## src/rtl/sb_pkg.sv

```systemverilog
// sb_pkg: shared types and constants for the register scoreboard
package sb_pkg;
  localparam int NUM_REGS = 32;
  localparam int ADDR_W = 5;
  localparam int MAX_INFLIGHT = 4;
  localparam int CNT_W = 3;
  typedef logic [ADDR_W-1:0] reg_addr_t;
  typedef enum logic [1:0] {RUN, DRAIN, DONE} sb_state_t;
  localparam reg_addr_t ZERO_REG = '0;
endpackage

```

## src/rtl/sb_hazard_check.sv

```systemverilog
// sb_hazard_check: RAW/WAW/capacity hazard detection from registered scoreboard state
module sb_hazard_check
  import sb_pkg::*;
(
  input  logic [NUM_REGS-1:0] busy_vec,
  input  logic [ADDR_W-1:0]   rs1,
  input  logic [ADDR_W-1:0]   rs2,
  input  logic                uses_rs2,
  input  logic [ADDR_W-1:0]   rd,
  input  logic                writes_rd,
  input  logic [CNT_W-1:0]    inflight,
  output logic                hazard
);
  logic [NUM_REGS-1:0] busy;
  logic wr;
  // x0 is masked so it can never stall a reader or a writer
  assign busy = busy_vec & ~NUM_REGS'(1);
  assign wr = writes_rd & (rd != ZERO_REG);
  assign hazard = busy[rs1] | (uses_rs2 & busy[rs2]) |
                  (wr & (busy[rd] | (inflight == CNT_W'(MAX_INFLIGHT))));
endmodule

```

## src/rtl/reg_scoreboard.sv

```systemverilog
// reg_scoreboard: issue controller tracking pending register writes, with drain-before-dump sequencing
module reg_scoreboard
  import sb_pkg::*;
(
  input  logic                clk,
  input  logic                reset,
  input  logic                issue_valid,
  input  logic [ADDR_W-1:0]   issue_rs1,
  input  logic [ADDR_W-1:0]   issue_rs2,
  input  logic                issue_uses_rs2,
  input  logic [ADDR_W-1:0]   issue_rd,
  input  logic                issue_writes_rd,
  output logic                issue_ready,
  output logic                rf_en,
  input  logic                wb_valid,
  input  logic [ADDR_W-1:0]   wb_rd,
  input  logic                drain_req,
  output logic                drain_done,
  output logic [NUM_REGS-1:0] busy_vec,
  output logic [CNT_W-1:0]    inflight,
  output logic                wb_err
);
  sb_state_t state, state_nxt;
  logic hazard, set, clr;
  logic [NUM_REGS-1:0] set_mask, clr_mask;

  sb_hazard_check u_hazard (
    .busy_vec (busy_vec),
    .rs1      (issue_rs1),
    .rs2      (issue_rs2),
    .uses_rs2 (issue_uses_rs2),
    .rd       (issue_rd),
    .writes_rd(issue_writes_rd),
    .inflight (inflight),
    .hazard   (hazard)
  );

  // a drain request blocks issue in the very cycle it is raised
  assign issue_ready = (state == RUN) & ~drain_req & ~hazard;
  assign rf_en = issue_valid & issue_ready;
  assign set = rf_en & issue_writes_rd & (issue_rd != ZERO_REG);
  assign clr = wb_valid & (wb_rd != ZERO_REG) & busy_vec[wb_rd];
  assign set_mask = set ? (NUM_REGS'(1) << issue_rd) : '0;
  assign clr_mask = clr ? (NUM_REGS'(1) << wb_rd) : '0;

  always_comb
    state_nxt = (state == RUN)   ? (drain_req ? DRAIN : RUN) :
                (state == DRAIN) ? ((inflight == '0) ? DONE : DRAIN) :
                (drain_req ? DONE : RUN);

  always_ff @(posedge clk) begin
    if (reset) begin
      state      <= RUN;
      busy_vec   <= '0;
      inflight   <= '0;
      wb_err     <= 1'b0;
      drain_done <= 1'b0;
    end else begin
      state      <= state_nxt;
      busy_vec   <= (busy_vec & ~clr_mask) | set_mask;
      inflight   <= inflight + CNT_W'(set) - CNT_W'(clr);
      wb_err     <= wb_err | (wb_valid & ~clr);
      drain_done <= (state == DRAIN) & (inflight == '0);
    end
  end
endmodule

```

## config.mk

```make
export PLATFORM = sky130hd
export DESIGN_NAME = reg_scoreboard
export DESIGN_NICKNAME = d
export VERILOG_FILES = /design/src/rtl/sb_pkg.sv /design/src/rtl/sb_hazard_check.sv /design/src/rtl/reg_scoreboard.sv
export SDC_FILE = /design/constraint.sdc
export NUM_CORES = 1
export LEC_CHECK = 0
export CAP_MARGIN = 20
export CORE_ASPECT_RATIO = 1.5
export CORE_MARGIN = 3
export CORE_UTILIZATION = 35
export CTS_CLUSTER_SIZE = 14
export DETAILED_ROUTE_END_ITERATION = 8
export PLACE_DENSITY = 0.58
export REMOVE_ABC_BUFFERS = 1
export SYNTH_ARGS = -nofsm -noshare
export SYNTH_HDL_FRONTEND = slang
export SYNTH_SLANG_ARGS = --single-unit
```

## constraint.sdc

```tcl
create_clock -name clk -period 5.6 [get_ports clk]
set_clock_uncertainty 0.05 [all_clocks]
set_input_delay 1.12 -clock clk [delete_from_list [all_inputs] [get_ports clk]]
set_output_delay 1.12 -clock clk [all_outputs]
set_load 0.01 [all_outputs]
```

# [Word-level counts from Yosys, hierarchy flattened]
# Index checks and enable logic that the tools add are counted.
[classes] order_cmp=4 n_bitwise=22 n_reduce_logical=4 n_addsub=2 n_shift=2 eq_ne=2 muxes=15
[op_table] cell="32-bit two-way mux" n=2
[op_table] cell="1-bit by 5-bit << shifter with 32-bit output (first input constant)" n=2
[op_table] cell="32-bit bitwise AND" n=1
[op_table] cell="32-bit inverter" n=1
[op_table] cell="32-bit bitwise OR" n=1
[op_table] cell="5-bit by 6-bit less-than comparator with 1-bit output (second input constant)" n=4
[op_table] cell="1-bit binary-select mux with 5-bit select" n=4
[op_table] cell="1-bit bitwise AND" n=12
[op_table] cell="5-bit nonzero test" n=2
[op_table] cell="2-bit two-way mux" n=4
[op_table] cell="1-bit two-way mux" n=5
[op_table] cell="1-bit bitwise OR" n=4
[op_table] cell="3-bit by 1-bit adder with 3-bit output" n=1
[op_table] cell="3-bit == test (second input constant)" n=1
[op_table] cell="3-bit logical NOT" n=1
[op_table] cell="1-bit inverter" n=3
[op_table] cell="3-bit by 1-bit subtractor with 3-bit output" n=1
[op_table] cell="2-bit by 1-bit == test with 1-bit output (second input constant)" n=1
[op_table] cell="2-bit logical NOT" n=1
[word_totals] inputBits=27 out_inout_bits=39 elab_cells=56 regBits=39

# [Depth between registers and ports, before layout]
# Gate-level depths: netlist of the first run.
[depth] depth_word=12 depth_mapped=15 depth_no_buf=13

# [Cells and area by module]
# From an unflattened synthesis of the first run, not the netlist that was laid out.
[unflattened] cells_unflattened=314 area_unflattened_um2=3045.4
[by_module_without_submodules] module="reg_scoreboard" cells_per_inst=245 area_per_inst_um2=2205.9 seq_area_each_um2=780.7 n_inst=1
[by_module_without_submodules] module="sb_hazard_check" cells_per_inst=69 area_per_inst_um2=839.6 seq_area_each_um2=0.0 n_inst=1

# [Worst setup path after synthesis of the first run]
# No wires, ideal clock.
[synth_timing] path_type="input port to flip-flop" start="in issue_rs2[1]" end="reg inflight[2]" n_path_buf=1 setup_time_ps=128 setup_slack_ps=1248 arrival_ps=4175 cell_stages=13 required_time_ps=5422 cell_sequence="buf_2 -> mux4_2 -> mux4_2 -> nor2_1 -> o21ai_1 -> or3_1 -> ha_1 -> inv_1 -> ha_1 -> fa_1 -> xnor2_1 -> xnor2_1 -> nor2_1"
[synth_via] elab_chain_cells=12
[synth_lines] item="from (decl)" line="reg_scoreboard.sv:9" rtl="input logic [ADDR_W-1:0] issue_rs2,"
[synth_lines] item="1-bit binary-select mux with 5-bit select" line="sb_hazard_check.sv:19" rtl="assign hazard = busy[rs1] | (uses_rs2 & busy[rs2]) |"
[synth_lines] item="1-bit two-way mux (implied by the code)" line="sb_hazard_check.sv:19"
[synth_lines] item="1-bit bitwise AND" line="sb_hazard_check.sv:19"
[synth_lines] item="1-bit bitwise OR (2 in series)" line="sb_hazard_check.sv:19"
[synth_lines] item="1-bit inverter" line="reg_scoreboard.sv:39" rtl="assign issue_ready = (state == RUN) & ~drain_req & ~hazard;"
[synth_lines] item="1-bit bitwise AND" line="reg_scoreboard.sv:39"
[synth_lines] item="1-bit bitwise AND" line="reg_scoreboard.sv:40" rtl="assign rf_en = issue_valid & issue_ready;"
[synth_lines] item="1-bit bitwise AND (2 in series)" line="reg_scoreboard.sv:41" rtl="assign set = rf_en & issue_writes_rd & (issue_rd != ZERO_REG);"
[synth_lines] item="3-bit by 1-bit adder with 3-bit output" line="reg_scoreboard.sv:61" rtl="inflight <= inflight + CNT_W'(set) - CNT_W'(clr);"
[synth_lines] item="3-bit by 1-bit subtractor with 3-bit output" line="reg_scoreboard.sv:61"
[synth_lines] item="to (signal assigned)" line="reg_scoreboard.sv:61"
[synth_lines] item="to (decl)" line="reg_scoreboard.sv:20" rtl="output logic [CNT_W-1:0] inflight,"
# No other way between the ends. The select of a mux whose other input is x is not followed.
# A chain may end at the register's enable or synchronous reset.

# [Final worst setup path of the first run]
[layout_timing] start="in issue_rd[0]" end="out rf_en"
[layout_via] elab_chain_cells=8 word_cells_on_any_way=10 classes_between="mux (2); bitwise (7); reduce/logical (1)"
[layout_lines] item="from (decl)" line="reg_scoreboard.sv:11" rtl="input logic [ADDR_W-1:0] issue_rd,"
[layout_lines] item="1-bit binary-select mux with 5-bit select" line="sb_hazard_check.sv:20" rtl="(wr & (busy[rd] | (inflight == CNT_W'(MAX_INFLIGHT))));"
[layout_lines] item="1-bit two-way mux (implied by the code)" line="sb_hazard_check.sv:20"
[layout_lines] item="1-bit bitwise OR" line="sb_hazard_check.sv:20"
[layout_lines] item="1-bit bitwise AND (*)" line="sb_hazard_check.sv:20"
[layout_lines] item="1-bit bitwise OR (*)" line="sb_hazard_check.sv:19"
[layout_lines] item="1-bit inverter (*)" line="reg_scoreboard.sv:39"
[layout_lines] item="1-bit bitwise AND (*)" line="reg_scoreboard.sv:39"
[layout_lines] item="1-bit bitwise AND (*)" line="reg_scoreboard.sv:40"
[layout_lines] item="to (decl)" line="reg_scoreboard.sv:14" rtl="output logic rf_en,"
# Every way passes the cells marked *; elsewhere a longest branch is shown, timed or not. The select of a mux whose other input is x is not followed.

==> summary.txt, run 1 <==
Run status
  – Outcome: finished, final reports clean

Setup path
  – Max incr delay on CP: 750 ps
  – Cells on worst reg2reg path: 13
  – Crit path cell chain: clkdlybuf4s50_1 -> buf_4 -> mux4_2 -> mux2_2 -> nand2_1 -> o2111ai_4 -> a211oi_1 -> clkdlybuf4s50_1
  – Worst-path fanout max: 11
  – End of the worst register-to-register path: inflight[2]
  – FF-to-FF setup slack: 1920 ps
  – Start point of the critical path: issue_rd[0]
  – CP Data Required Time: 4430 ps
  – WS Path Type: primary input to output pin
  – Worst flop-to-flop path startpoint: busy_vec[18]
  – Slowest cell on the critical path: clkdlybuf4s50_1
  – CP endpoint kind: output pin
  – Worst path most repeated cell: clkdlybuf4s50_1
  – Arr. time, crit path: 4080 ps
  – Worst Setup Start Kind: primary input
  – CP Capture Point: rf_en

Clock network
  – Post-CTS sizing: 0
  – TritonCTS Buffers: 5
  – Worst-path clk slew: 60 ps
  – CTS tree: yes
  – H-tree depth: 2
  – CTS Hold Buffers Added: 0
  – Clock Latency Late Sink: 280 ps
  – CTS root buffer: clkbuf_16
  – Sink Count: 39
  – CTS Buffer Depth: 2
  – Setup Buffers After CTS: 0

Yosys
  – Post-synthesis xor/xnor area fraction: 0.00568
  – Yosys cell types: 48
  – Cells after Synth: 342
  – Synthesized cell area: 3080 sq um
  – Post-synth EDFFs: 0
  – Mux cell area share after synthesis: 0.260
  – Synth Register Bits: 39
  – Largest family of logic cells by synthesized area: multiplexers
  – Fraction of the mapped netlist area in adder cells: 0.0146
  – Ys Warns: 0
  – Ys flop type: dfxtp_1
  – Simple-gate share of the synthesized area: 0.233
  – Seq/Total Area, Yosys: 0.253
  – Synth Area in Compound Gates: 0.173
  – Post-synth ARST share: 0
  – Avg Synthesized Cell Area: 9.02 sq um

Flow run
  – Max-cap violations: 0

Global route
  – Total GRT Usage: 0.233
  – Met1 GRT Util: 0.282
  – Number of antenna violations at the first check in global routing: 0
  – Met3 Usage GRT: 0.0260
  – Number of global-route vias before repair: 3041
  – Largest net degree at the start of global routing: 33
  – Global-route wire length before repair: 17200 microns
  – GR Util met2: 0.399
  – Gr ovfl total: 0
  – Most used routing layer: met2

Placed design
  – Dpl hpwl: 8360 microns
  – Buffers on Ports: 65
  – RD Place Congestion: 0.997

STA
  – Max Clk Rate: 190 MHz
  – Setup TNS Final: 0 ps
  – Crit share post-route: 0.938
  – Max_slew headroom: 0.464
  – Worst Max-Slew Pin Slew: 801 ps
  – RSZ-0062 raised after global routing: false
  – Final hold vios: 0
  – Pins over their slew limit: 0
  – Final setup viols: 0
  – Tmin final: 5250 ps

Layout
  – Nets: 421
  – Fin util: 0.464
  – Ratio of cells with drive above 1 in the final layout: 0.133
  – Area delta synth->final: 28.2%
  – N_diodes: 0
  – Most frequent cells in the layout: 65 x clkdlybuf4s50_1, 39 x dfxtp_1, 29 x nand3_1, 24 x nand2_1, 22 x mux4_2
  – Commonest non-fill, non-tap cell in the layout: clkdlybuf4s50_1

Drt
  – Router iterations before antenna repair: 4
  – DRT iter0 DRCs: 408
  – Post-Route WL: 11200 microns
  – Via count: 3096
  – WL/cell: 22.5 microns
  – DRC violations left: 0
  – Via density: 6.20
  – Final ANT Viol Nets: 0

Power
  – Clock Power Share: 0.369
  – Sw power: 0.231 mW
  – Leakage dissipation: 1.29 nW
  – Switching share of power: 0.307
  – Peak VDD IR: 178 uV
  – Sequential share of power: 0.389
  – Comb power frac: 0.242
  – Cell-internal power: 0.522 mW
  – P per Cell Area: 191 nW/um^2

Floorplanning
  – Die height: 121 microns
  – Initial Utilization: 0.362
  – Io pins: 66
  – Die W: 82.6 microns
  – Die Area: 10000 sq um
  – Row count: 41
  – CORE AREA: 8520 sq um

Min path
  – HP Class: register to register
==> cell usage after synthesis, types with 10 or more instances <==
cell type / count / area [sq um]
dfxtp_1: 39 / 781
clkbuf_1: 29 / 109
nand3_1: 29 / 145
nand2_1: 24 / 90.1
mux4_2: 22 / 495
o31ai_1: 20 / 150
nand4_1: 16 / 100
nor2_1: 16 / 60.1
mux2i_1: 15 / 150
o211ai_1: 14 / 105
inv_1: 12 / 45.0
or4_1: 12 / 90.1
nor2b_1: 10 / 62.6
o21ai_1: 10 / 50.1
==> per-layer routing <==
| metal | up-vias | part of all wire |
|---|---|---|
| li1 | 1440 | - |
| met3 | 26 | 0.057 |
| met2 | 143 | 0.52 |
| met4 | 0 | 0.045 |
| met5 | - | 0 |
| met1 | 1487 | 0.38 |
==> kinds of logic after synthesis <==
| family | count (synthesis) |
|---|---|
| compound gates | 72 |
| xor+xnor | 2 |
| fa+ha+maj | 3 |
| buf+inv | 45 |
| flops | 39 |
| mux | 47 |
| simple gates | 134 |
==> final cells by class <==
class / count / area [sq um]
Clock buffer: 5 / 125
Fill cell: 855 / 4560
Timing Repair Buffer: 75 / 726
Sequential cell: 39 / 781
Inverter: 12 / 45.0
Multi-Input combinational cell: 258 / 2120
Tap cell: 107 / 134
Clock inverter: 3 / 20.0
==> sequential cells by signal (all words and copies together) (netlist names) <==
| register | cells |
|---|---|
| busy_vec | 32 |
| inflight | 3 |
| state | 2 |
| drain_done | 1 |
| wb_err | 1 |
==> critical path, delay by kind of cell <==
kind	cells	cell delay, ps
compound gates	2	460
mux	2	780
buf+inv	3	1620
simple gates	1	100
==> power by group through the flow <==
stage	clock [mW]	combinational [mW]	sequential [mW]
global route	0.289	0.198	0.295
global placement	0	0.180	0.300
CTS	0.283	0.182	0.293
floorplan	0	0.0821	0.301
detailed placement	0	0.181	0.299
finish	0.278	0.182	0.293
==> how the worst min path moves through the flow <==
| stage | startpoint | end | slack [ps] | cells after the start |
|---|---|---|---|---|
| 2_1_floorplan | wb_err | wb_err | 410 | 2 |
| 3_3_place_gp | wb_err | wb_err | 390 | 2 |
| 3_5_place_dp | wb_err | wb_err | 390 | 2 |
| 4_1_cts | wb_err | wb_err | 410 | 2 |
| 5_1_grt | busy_vec[0] | busy_vec[0] | 430 | 1 |
| 6_report | wb_err | wb_err | 400 | 2 |
==> per-stage QoR <==
stage | worst slack (ps) | hold slack, ps | total power [mW] | instances | instance area, sq um
after detailed placement | 304 | 393 | 0.481 | 491 | 3810
after floorplan | 1090 | 413 | 0.383 | 309 | 2940
after global placement | 350 | 389 | 0.479 | 491 | 3810
after CTS | 329 | 407 | 0.758 | 499 | 3950
after global routing | 130 | 427 | 0.782 | 499 | 3950
final | 345 | 397 | 0.753 | 499 | 3950
(Power assumes the default switching activity.)
==> inputs of run 2 (changes only) <==
Clock period 5.6 ns to 5.4 ns, I/O delays scaled along.
==> run 2 against run 1 <==
  * Power grew 7.7%
  * Setup slack lost 130 ps
  * Sequential power is 4% higher
  * Critical path type unchanged
  * Sequential share of layout area is 0.15 points lower
  * Die area is the same
  * Wire length is 0.44% lower
  * Critical endpoint unchanged
  * Combinational power grew 6%
  * Critical path depth unchanged
  * Via count up 4.5%
  * Non-clock buffer count up 2
  * Largest cell class unchanged
==> summary.txt, run 2 (synthesis results as in run 1) <==
STA
  – Max Clk Rate: 193 MHz
  – RSZ-0062 raised after global routing: false (unchanged)
  – Worst Max-Slew Pin Slew: 989 ps (was 801 ps)
  – Tmin final: 5190 ps
  – Crit share post-route: 0.960
  – Pins over their slew limit: 0 (unchanged)
  – Final hold vios: 0 (unchanged)
  – WHS: 409 ps (was 397 ps)
  – Setup TNS Final: 0 ps (unchanged)
  – Max_slew headroom: 0.340 (was 0.464)
  – Final setup viols: 0 (unchanged)

Setup path
  – Slowest cell on the critical path: clkdlybuf4s50_1 (unchanged)
  – End of the worst register-to-register path: inflight[2] (unchanged)
  – Worst flop-to-flop path startpoint: busy_vec[24] (was busy_vec[18])
  – Buf+Inv Stages, Crit Path: 3 (unchanged)
  – Start point of the critical path: issue_rd[0] (unchanged)
  – CP endpoint kind: output pin (unchanged)
  – Arr. time, crit path: 4060 ps (was 4080 ps)
  – FF-to-FF setup slack: 1860 ps (was 1920 ps)
  – Worst-path fanout max: 12 (was 11)
  – CP Capture Point: rf_en (unchanged)
  – Worst Setup Start Kind: primary input (unchanged)
  – Crit path cell chain: clkdlybuf4s50_1 -> buf_4 -> mux4_2 -> mux2_2 -> nand2_1 -> o2111ai_4 -> a211oi_1 -> clkdlybuf4s50_1 (unchanged)
  – CP Data Required Time: 4270 ps (was 4430 ps)
  – Cells on worst reg2reg path: 13 (unchanged)
  – Max incr delay on CP: 690 ps (was 750 ps)
  – Worst path most repeated cell: clkdlybuf4s50_1 (unchanged)
  – Cell depth of the worst setup path: 8 (unchanged)
  – Largest delay contributor family on the critical path: buffers and inverters (unchanged)
  – WS Path Type: primary input to output pin (unchanged)

Clock network
  – Worst-path clk slew: 60 ps (about the same)
  – CTS tree: yes (unchanged)
  – Sink Count: 39 (unchanged)
  – TritonCTS Buffers: 5 (unchanged)
  – Post-CTS sizing: 0 (unchanged)
  – Setup Buffers After CTS: 0 (unchanged)
  – CTS Hold Buffers Added: 0 (unchanged)
  – H-tree depth: 2 (unchanged)
  – CTS root buffer: clkbuf_16 (unchanged)
  – CTS Buffer Depth: 2 (unchanged)
  – Clock Latency Late Sink: 290 ps (was 280 ps)

Power
  – P per Cell Area: 204 nW/um^2 (was 191 nW/um^2)
  – Peak VDD IR: 202 uV (was 178 uV)
  – Tot Pwr: 0.812 mW (was 0.753 mW)
  – Leakage dissipation: 1.31 nW (was 1.29 nW)

Floorplanning
  – Die Area: 10000 sq um (unchanged)
  – Initial Utilization: 0.362 (unchanged)
  – Io pins: 66 (unchanged)
  – Row count: 41 (unchanged)
  – CORE AREA: 8520 sq um (unchanged)
  – Die height: 121 microns (unchanged)
  – Die W: 82.6 microns (unchanged)

Layout
  – Commonest non-fill, non-tap cell in the layout: clkdlybuf4s50_1 (unchanged)
  – Top flop regs: busy_vec: 32 flops, inflight: 3 flops, state: 2 flops (unchanged)
  – Final std cells w/o fill: 501 (was 499)
  – Area delta synth->final: 29.1% (was 28.2%)
  – Fin util: 0.468 (was 0.464)
  – Nets: 423 (was 421)
  – Biggest register: busy_vec (unchanged)
  – Most frequent cells in the layout: 65 x clkdlybuf4s50_1, 39 x dfxtp_1, 29 x nand3_1, 24 x nand2_1, 22 x mux4_2 (unchanged)
  – Max reg flops: 32 (unchanged)
  – Filler Cell Count: 864 (was 855)
  – Ratio of cells with drive above 1 in the final layout: 0.137 (was 0.133)
  – N_diodes: 0 (unchanged)

Global route
  – Total GRT Usage: 0.232 (was 0.233)
  – Largest net degree at the start of global routing: 35 (was 33)
  – Number of global-route vias before repair: 3290 (was 3041)
  – Number of antenna violations at the first check in global routing: 0 (unchanged)
  – Global-route wire length before repair: 17400 microns (was 17200 microns)
  – Gr ovfl total: 0 (unchanged)

Flow run
  – Max-cap violations: 0 (unchanged)

Placed design
  – Dpl hpwl: 8450 microns (was 8360 microns)
  – Buffers on Ports: 65 (unchanged)
  – Inst Count DP: 493 (was 491)
  – RD Place Congestion: 0.977 (was 0.997)

Drt
  – Post-Route WL: 11200 microns (about the same)
  – WL/cell: 22.3 microns (was 22.5 microns)
  – DRC violations left: 0 (unchanged)
  – DRT iter0 DRCs: 334 (was 408)
  – Via density: 6.46 (was 6.20)
  – Via count: 3234 (was 3096)
  – Router iterations before antenna repair: 5 (was 4)
  – Final ANT Viol Nets: 0 (unchanged)

Min path
  – HP Class: register to register (unchanged)

Run status
  – Outcome: finished, final reports clean (unchanged)
[run 2: cell count changes in the layout (fill, tap and decap cells not counted), sizes merged]
| cell | previous run | this run |
|---|---|---|
| buf | 10 | 12 |
| clkinv | 1 | 0 |
| clkinvlp | 2 | 1 |
| clkbuf | 5 | 7 |
[run 2: cell type report]
| class | instances | area, sq um | share of cell area |
|---|---|---|---|
| Multi-Input combinational cell | 258 | 2120 | 0.533 |
| Clock buffer | 7 | 153 | 0.0383 |
| Clock inverter | 1 | 7.51 | 0.00189 |
| Inverter | 12 | 45.0 | 0.0113 |
| Timing Repair Buffer | 77 | 741 | 0.186 |
| Sequential cell | 39 | 781 | 0.196 |
| Tap cell | 107 | 134 | 0.0336 |
[run 2: worst min-delay path by stage]
stage | start | end | slack [ps] | cells after the start
4_1_cts | wb_err | wb_err | 420 | 2
3_5_place_dp | wb_err | wb_err | 400 | 2
5_1_grt | busy_vec[0] | busy_vec[0] | 450 | 1
6_report | wb_err | wb_err | 410 | 2
2_1_floorplan | wb_err | wb_err | 410 | 2
3_3_place_gp | wb_err | wb_err | 390 | 2
[run 2: through the flow]
step / area, sq um / setup WS [ps]
floorplan: 2940 / 928
global placement: 3820 / 257
detailed placement: 3820 / 246
CTS: 3980 / 222
global route: 3980 / 105
finish: 3980 / 214
[run 2: power by group]
part           internal [mW]  switching [mW]
Sequential             0.296         0.00801
Combinational         0.0764           0.117
Clock                  0.196           0.118
Total                  0.569           0.243
[run 2: layer usage]
| layer | track usage | up-vias | share of wire |
|---|---|---|---|
| met5 | 0 | - | 0 |
| met4 | 0.128 | 0 | 0.046 |
| met2 | 0.395 | 174 | 0.51 |
| li1 | - | 1448 | - |
| met1 | 0.274 | 1573 | 0.38 |
| met3 | 0.0275 | 39 | 0.062 |
[run 2: worst reg2reg max path, stage by stage, from the launching register on]
cell,delay [ps]
dfxtp_1,390
mux4_2,490
mux2i_1,240
o22ai_1,130
a221oi_1,290
o21ai_2,180
or3_1,390
ha_1,290
inv_1,40
ha_1,180
fa_1,400
xnor2_1,170
xnor2_1,130
nor2_1,50
